===== src/rtl/program_loader.sv =====
// Streams a byte-serial program into the 128x16 instruction memory, high byte first,
// holding the processor in reset until a load ends on the halt word.
module program_loader #(
  parameter int                ADDR_W    = 7,
  parameter int                DATA_W    = 16,
  parameter logic [DATA_W-1:0] HALT_WORD = 16'h5000
) (
  input  logic              Clk,
  input  logic              Reset_n,
  input  logic              Start,
  input  logic              Abort,
  input  logic              In_Valid,
  input  logic [7:0]        In_Data,
  output logic              In_Ready,
  output logic              Mem_WrEn,
  output logic [ADDR_W-1:0] Mem_Addr,
  output logic [DATA_W-1:0] Mem_Data,
  output logic              Proc_Reset,
  output logic              Busy,
  output logic              Done,
  output logic              Error,
  output logic [ADDR_W:0]   Word_Count
);

  typedef enum logic [1:0] {
    IDLE,
    GET_HI,
    GET_LO,
    WRITE
  } state_e;

  localparam logic [ADDR_W-1:0] LastAddr = '1;
  localparam logic [ADDR_W-1:0] AddrOne  = 1;
  localparam logic [ADDR_W:0]   CountOne = 1;

  state_e              state_q;
  logic [ADDR_W-1:0]   addr_q;
  logic [DATA_W-1:0]   data_q;
  logic                procReset_q;
  logic                done_q;
  logic                error_q;
  logic [ADDR_W:0]     wordCount_q;

  logic [ADDR_W:0]     wordCount_d;
  logic [ADDR_W-1:0]   addr_d;
  logic                accept;

  assign accept      = In_Valid & In_Ready;
  assign wordCount_d = wordCount_q + CountOne;
  assign addr_d      = addr_q + AddrOne;

  // Abort outranks every other exit; a WRITE strobe already on the bus still counts.
  always_ff @(posedge Clk or negedge Reset_n) begin
    if (!Reset_n) begin
      state_q     <= IDLE;
      addr_q      <= '0;
      data_q      <= '0;
      procReset_q <= 1'b1;
      done_q      <= 1'b0;
      error_q     <= 1'b0;
      wordCount_q <= '0;
    end else begin
      case (state_q)
        IDLE: begin
          if (Start && !Abort) begin
            state_q     <= GET_HI;
            addr_q      <= '0;
            wordCount_q <= '0;
            done_q      <= 1'b0;
            error_q     <= 1'b0;
            procReset_q <= 1'b1;
          end
        end
        GET_HI: begin
          if (Abort) begin
            state_q     <= IDLE;
            error_q     <= 1'b1;
            procReset_q <= 1'b1;
          end else if (accept) begin
            data_q[DATA_W-1 -: 8] <= In_Data;
            state_q               <= GET_LO;
          end
        end
        GET_LO: begin
          if (Abort) begin
            state_q     <= IDLE;
            error_q     <= 1'b1;
            procReset_q <= 1'b1;
          end else if (accept) begin
            data_q[7:0] <= In_Data;
            state_q     <= WRITE;
          end
        end
        WRITE: begin
          wordCount_q <= wordCount_d;
          if (Abort) begin
            state_q     <= IDLE;
            error_q     <= 1'b1;
            procReset_q <= 1'b1;
          end else if (data_q == HALT_WORD) begin
            state_q     <= IDLE;
            done_q      <= 1'b1;
            procReset_q <= 1'b0;
          end else if (addr_q == LastAddr) begin
            // Memory full without a halt word: stop rather than wrap over word 0.
            state_q <= IDLE;
            error_q <= 1'b1;
          end else begin
            addr_q  <= addr_d;
            state_q <= GET_HI;
          end
        end
        default: state_q <= IDLE;
      endcase
    end
  end

  assign In_Ready   = (state_q == GET_HI) || (state_q == GET_LO);
  assign Mem_WrEn   = (state_q == WRITE);
  assign Busy       = (state_q != IDLE);
  assign Mem_Addr   = addr_q;
  assign Mem_Data   = data_q;
  assign Proc_Reset = procReset_q;
  assign Done       = done_q;
  assign Error      = error_q;
  assign Word_Count = wordCount_q;

endmodule

===== config.mk =====
export PLATFORM = sky130hd
export DESIGN_NAME = program_loader
export DESIGN_NICKNAME = d
export VERILOG_FILES = /design/src/rtl/program_loader.sv
export SDC_FILE = /design/constraint.sdc
export NUM_CORES = 1
export LEC_CHECK = 0
export ABC_AREA = 1
export BUFFER_PORTS_ARGS = -buffer_cell sky130_fd_sc_hd__buf_2
export CORE_AREA = 5 5 68 70
export DETAILED_ROUTE_END_ITERATION = 10
export DIE_AREA = 0 0 73 75
export GPL_TIMING_DRIVEN = 0
export HOLD_SLACK_MARGIN = 0.03
export PLACE_DENSITY_LB_ADDON = 0.05
export SETUP_SLACK_MARGIN = 0.1
export SYNTH_ARGS = -nofsm -noshare
export SYNTH_HDL_FRONTEND = slang
export SYNTH_SLANG_ARGS = --single-unit

===== constraint.sdc =====
create_clock -name Clk -period 1.8 [get_ports Clk]
set_input_delay 0.18 -clock Clk [delete_from_list [all_inputs] [get_ports Clk]]
set_output_delay 0.18 -clock Clk [all_outputs]
set_load 0.01 [all_outputs]

# After elaboration in Yosys (flattened, before gate mapping)
# Cells that the tools add are included.
dict set report word_totals {
  inputBits 13
  out_inout_bits 37
  regBits 36
  elab_cells 72
}
dict set report classes {
  bitwise_logic 2
  n_addsub 2
  n_reduce_logical 15
  eq_ne 16
  mux 29
}
# operator count
set op_table {}
lappend op_table {{$mux W7} 4}
lappend op_table {{$eq A16 B15 Y1 const B} 1}
lappend op_table {{$pmux W8 S2} 1}
lappend op_table {{$pmux W7 S2} 1}
lappend op_table {{$mux W1} 13}
lappend op_table {{$reduce_and A3 Y1} 4}
lappend op_table {{$mux W2} 5}
lappend op_table {{$ne A3 B3 Y1 const B} 3}
lappend op_table {{$add A8 B1 Y8 const B} 1}
lappend op_table {{$mux W8} 1}
lappend op_table {{$ne A2 B2 Y1 const B} 4}
lappend op_table {{$pmux W2 S4} 1}
lappend op_table {{$reduce_and A4 Y1} 2}
lappend op_table {{$add A7 B1 Y7 const B} 1}
lappend op_table {{$eq A7 B7 Y1 const B} 1}
lappend op_table {{$ne A3 B2 Y1 const B} 2}
lappend op_table {{$pmux W1 S3} 2}
lappend op_table {{$reduce_and A5 Y1} 1}
lappend op_table {{$eq A2 B2 Y1 const B} 2}
lappend op_table {{$ne A2 B1 Y1 const B} 2}
lappend op_table {{$reduce_bool A2 Y1} 2}
lappend op_table {{$eq A2 B1 Y1 const B} 1}
lappend op_table {{$logic_not A2 Y1} 1}
lappend op_table {{$pmux W1 S2} 1}
lappend op_table {{7 further kinds} 7}

# Depth between registers and ports, before layout
dict set report logic_depth {
  ltp_word 6
  depth_mapped 10
  depth_no_buf 9
}

# Worst setup path before layout
# Ideal clock, no wire load.
dict set report synth_path {
  path_type {reg-to-reg}
  startpoint {register state_q[0]}
  endpoint {register data_q[6], in the netlist Mem_Data[6]}
  setup_slack_ps 255
  path_stages_with_launch 9
  arrival_time_ps 1419
  t_required_ps 1674
  setup_ps 126
  period_less_slack_ps 1545
  n_path_buf 1
  cell_sequence {dfrtp_1 inv_1 ha_1 nand2_1 inv_2 nand2_1 buf_2 nand2_1 o21ai_0}
}
dict set report synth_via {
  elab_chain_cells 4
  elab_cells_between_ends 5
  cone_classes {eq/ne: 2; bitwise: 1; reduce/logical: 2}
}
# item line_no
set synth_rtl {}
lappend synth_rtl {{from (decl)} 36} ;# state_e state_q;
lappend synth_rtl {{from (signal assigned)} 55} ;# state_q <= IDLE;
lappend synth_rtl {{from (signal assigned)} 66} ;# state_q <= GET_HI;
lappend synth_rtl {{from (signal assigned)} 76} ;# state_q <= IDLE;
lappend synth_rtl {{$eq A2 B1 Y1 or $eq A2 B2 Y1 (tied branches)} 118} ;# assign In_Ready = (state_q == GET_HI) || (state_q == GET_LO);
lappend synth_rtl {{$logic_or A1 B1 Y1 (*)} 118}
lappend synth_rtl {{via In_Ready} 14} ;# output logic In_Ready,
lappend synth_rtl {{$and A1 B1 Y1 (*)} 48} ;# assign accept = In_Valid & In_Ready;
lappend synth_rtl {{$reduce_and A3 Y1 (no source line) (*)} -}
lappend synth_rtl {{to (signal, indexed assignment)} 80} ;# data_q[DATA_W-1 -: 8] <= In_Data;
lappend synth_rtl {{to (signal assigned)} 90} ;# data_q[7:0] <= In_Data;
lappend synth_rtl {{to (decl)} 38} ;# logic [DATA_W-1:0] data_q;
# Mark *: on every way through the listed nets, which the timed path passes. The rest lies on a longest branch.
# A chain may end at the register's enable or synchronous reset.

# Worst setup path in the final report
dict set report layout_path {
  startpoint {register state_q[1]}
  endpoint {register data_q[13], in the netlist Mem_Data[13]}
}
dict set report layout_via {
  elab_chain_cells 4
  elab_cells_between_ends 5
  cone_classes {eq/ne: 2; bitwise: 1; reduce/logical: 2}
}
# item line_no
set layout_rtl {}
lappend layout_rtl {{$eq A2 B1 Y1 or $eq A2 B2 Y1 (tied branches)} {63, 118}}
lappend layout_rtl {{$logic_or A1 B1 Y1} 118}
lappend layout_rtl {{$and A1 B1 Y1} 48}
lappend layout_rtl {{$reduce_and A3 Y1 (no source line) (*)} -}
# Mark *: on every way between the ends. The rest lies on a longest branch, timed or not.

==> results.json <==
{
  "dp_slack_ns": 0.0561,
  "slew_headroom_pct": 46.5,
  "hold_viol": 0,
  "first_global_vias": 1760,
  "synth_nets": 268,
  "fillers": 368,
  "yosys.area.top_type": "dfrtp_1",
  "post-route-period-util_pct": 88.9,
  "wl_per_cell_microns": 11.9,
  "dp.cells": 347,
  "peakVddDrop_v": 0.000819,
  "die_width_microns": 73,
  "nNetsFinal": 328,
  "routed_wl_microns": 4280,
  "register_area_sq_um": 902,
  "final_cells": 359,
  "report.final.slew_viol_count": 0,
  "p_int_w": 0.00203,
  "required_ns": 1.97,
  "ios": 50,
  "skew_ns": 0.00643,
  "clk_pin_slew_worst_paths_ns": 0.07,
  "antenna_found_initial": 0,
  "hold_class": "in -> reg",
  "detail-route-antenna-nets": 0,
  "status": "finished clean",
  "max-cap-violations": 0,
  "io_buffers": 49,
  "drt_iter0_drc": 97,
  "rows": 23,
  "startpoint_type": "flop",
  "worst-endpoint-arrival_ns": 1.77,
  "drc_errors": 0,
  "cts_root_buf": "clkbuf_8",
  "yosys_warnings": 0,
  "ys_top_cells_by_area": "dfrtp_1 45%, nand2_1 13%, inv_1 6.4%, nor2_1 4.6%, ha_1 4.5%",
  "rsz0062_at_grt": "yes",
  "insertion_delay_ns": 0.29,
  "critPathKind": "reg -> reg",
  "power_frac_comb_pct": 45.3,
  "seq_area_frac_synth_pct": 46.5,
  "setup_viol": 0,
  "die_area_sq_um": 5480,
  "netlist_area_sq_um": 1940,
  "grt_max_degree": 37,
  "syn2layout_area_growth_pct": 24.9,
  "core-area_sq_um": 3910,
  "power_density_nw_per_um2": 1430,
  "routabilityCongestion": 0.835,
  "period_needed_ns": 1.60,
  "p_seq_share_pct": 34.4,
  "htree_num_levels": 2,
  "via_count": 1768,
  "fmax_ghz": 0.625,
  "num_antenna_cells": 0,
  "synth_cell_types": 28,
  "clockBufferDepth": 2,
  "syn_inst": 248,
  "multi_input_area_sq_um": 885,
  "routed_via_density": 4.92,
  "switching_share_pct": 41.1,
  "worstMarginPinSlew_ns": 0.802,
  "p_leak_nw": 1.29,
  "initial_core_util_pct": 49.5,
  "setup_ws_ns": 0.199,
  "grtUsageTotal_pct": 17.8,
  "totalNegativeSetupSlack_ns": 0,
  "clock-sinks": 36,
  "switching_power_w": 0.00142,
  "path_max_fanout": 10,
  "die-height_microns": 75,
  "grt_pass1_wl_microns": 7560,
  "syn_area_per_cell_sq_um": 7.81,
  "cp-end-kind": "flop",
  "grt_remaining_overflow": 0,
  "dp_hpwl_microns": 3180,
  "ys_ff_latch": 36,
  "dr.pass1.iters": 4,
  "synth_top_area_share_pct": 45.2,
  "drive_above_1_share_pct": 28.2,
  "clock_power_share_pct": 20.3,
  "numCtsBuffers": 5,
  "cts_tree": "yes"
}
## Yosys cell counts, drive strengths merged
cell type and number:
nand2 71, inv 39, dfrtp 35, nor2 27, o21ai 27, nand3 18, a21oi 7, ha 7
nand4 5, buf 4, nor3 4, a211oi 1, a31oi 1, dfstp 1, xnor2 1
## layer usage
metal / vias up / part of all wire (%) / global-route usage [%]
met5: - / 0 / 0
met4: 0 / 1.4 / 6.35
met3: 7 / 6.8 / 5.74
met2: 40 / 48 / 30.1
met1: 814 / 43 / 21.2
li1: 907 / - / -
## cells in the final DEF (no fill, tap or decap), drive strengths merged
cell	Yosys	layout
buf	4	56
o21ai	27	27
bufinv	0	1
nor3	4	4
a21oi	7	7
nand4	5	5
a31oi	1	1
xnor2	1	1
a211oi	1	1
dfstp	1	1
dfrtp	35	35
nand3	18	18
nand2	71	71
nor2	27	27
clkinv	0	1
dlygate4sd3	0	1
ha	7	7
clkbuf	0	6
inv	39	39
## kinds of logic (layout without fill, tap and decap cells)
kind of cell | count (synthesis) | count (layout) | synth area share (%)
compound gates | 36 | 36 | 10.3
xor+xnor | 1 | 1 | 0.452
fa+ha+maj | 7 | 7 | 4.52
buf+inv | 43 | 104 | 9.30
flops | 36 | 36 | 46.5
simple gates | 125 | 125 | 28.9
## state kept, by name (all words and copies together), names as in the netlist
name,cells
Mem_Data,16
Word_Count,8
Mem_Addr,7
state_q,2
Done,1
Error,1
Proc_Reset,1
## critical path, cell delays in order (launching register included)
cell,delay [ns]
dfrtp_1,0.38
inv_1,0.12
ha_4,0.31
nand2_1,0.10
inv_2,0.10
nand3_2,0.15
buf_4,0.22
nand2_1,0.06
o21ai_1,0.06
## layout make-up
cell class / instances / share of cell area [%]
Buffer: 4 / 1.40
Clock buffer: 6 / 3.00
Clock inverter: 2 / 1.45
Inverter: 39 / 6.26
Multi-Input combinational cell: 169 / 36.6
Sequential cell: 36 / 37.3
Tap cell: 50 / 2.59
Timing Repair Buffer: 53 / 11.5
## power by group through the flow
stage          Combinational, W  Sequential, W  Clock, W
2_1_floorplan          0.000926        0.00127         0
3_3_place_gp            0.00148        0.00120         0
3_5_place_dp            0.00149        0.00120         0
4_1_cts                 0.00154        0.00119  0.000719
5_1_grt                 0.00178        0.00121  0.000755
6_report                0.00157        0.00119  0.000701
## worst paths after layout
check	start	cells past startpoint	endpoint	slack, ns
worst max-delay path	state_q[1]	8	Mem_Data[13]	0.20
worst min-delay path	In_Data[6]	3	Mem_Data[14]	0.14
worst max register to register	state_q[1]	8	Mem_Data[13]	0.20
worst min register to register	Proc_Reset	2	Proc_Reset	0.46
max in group asynchronous	Reset_n	2	state_q[1]	0.78
min in group asynchronous	Reset_n	2	Mem_Data[3]	0.52
## per-stage QoR
| step | utilization, % | power [W] | cell area (sq um) | hold slack (ns) |
|---|---|---|---|---|
| floorplan | - | 0.00220 | 1940 | -0.116 |
| global placement | 57.4 | 0.00268 | 2250 | 0.316 |
| detailed placement | 57.4 | 0.00269 | 2250 | 0.319 |
| CTS | 60.9 | 0.00345 | 2380 | 0.131 |
| global route | 61.8 | 0.00375 | 2420 | 0.136 |
| finish | 61.8 | 0.00345 | 2420 | 0.136 |
## what timing repair did
item,CTS,global route
resized for setup,4,4
buffers inserted,0,3
hold buffers,1,0
endpoints found under the setup margin,10,14
hold endpoints to repair,35,0
No activity file was read; power rests on OpenSTA's default activity.
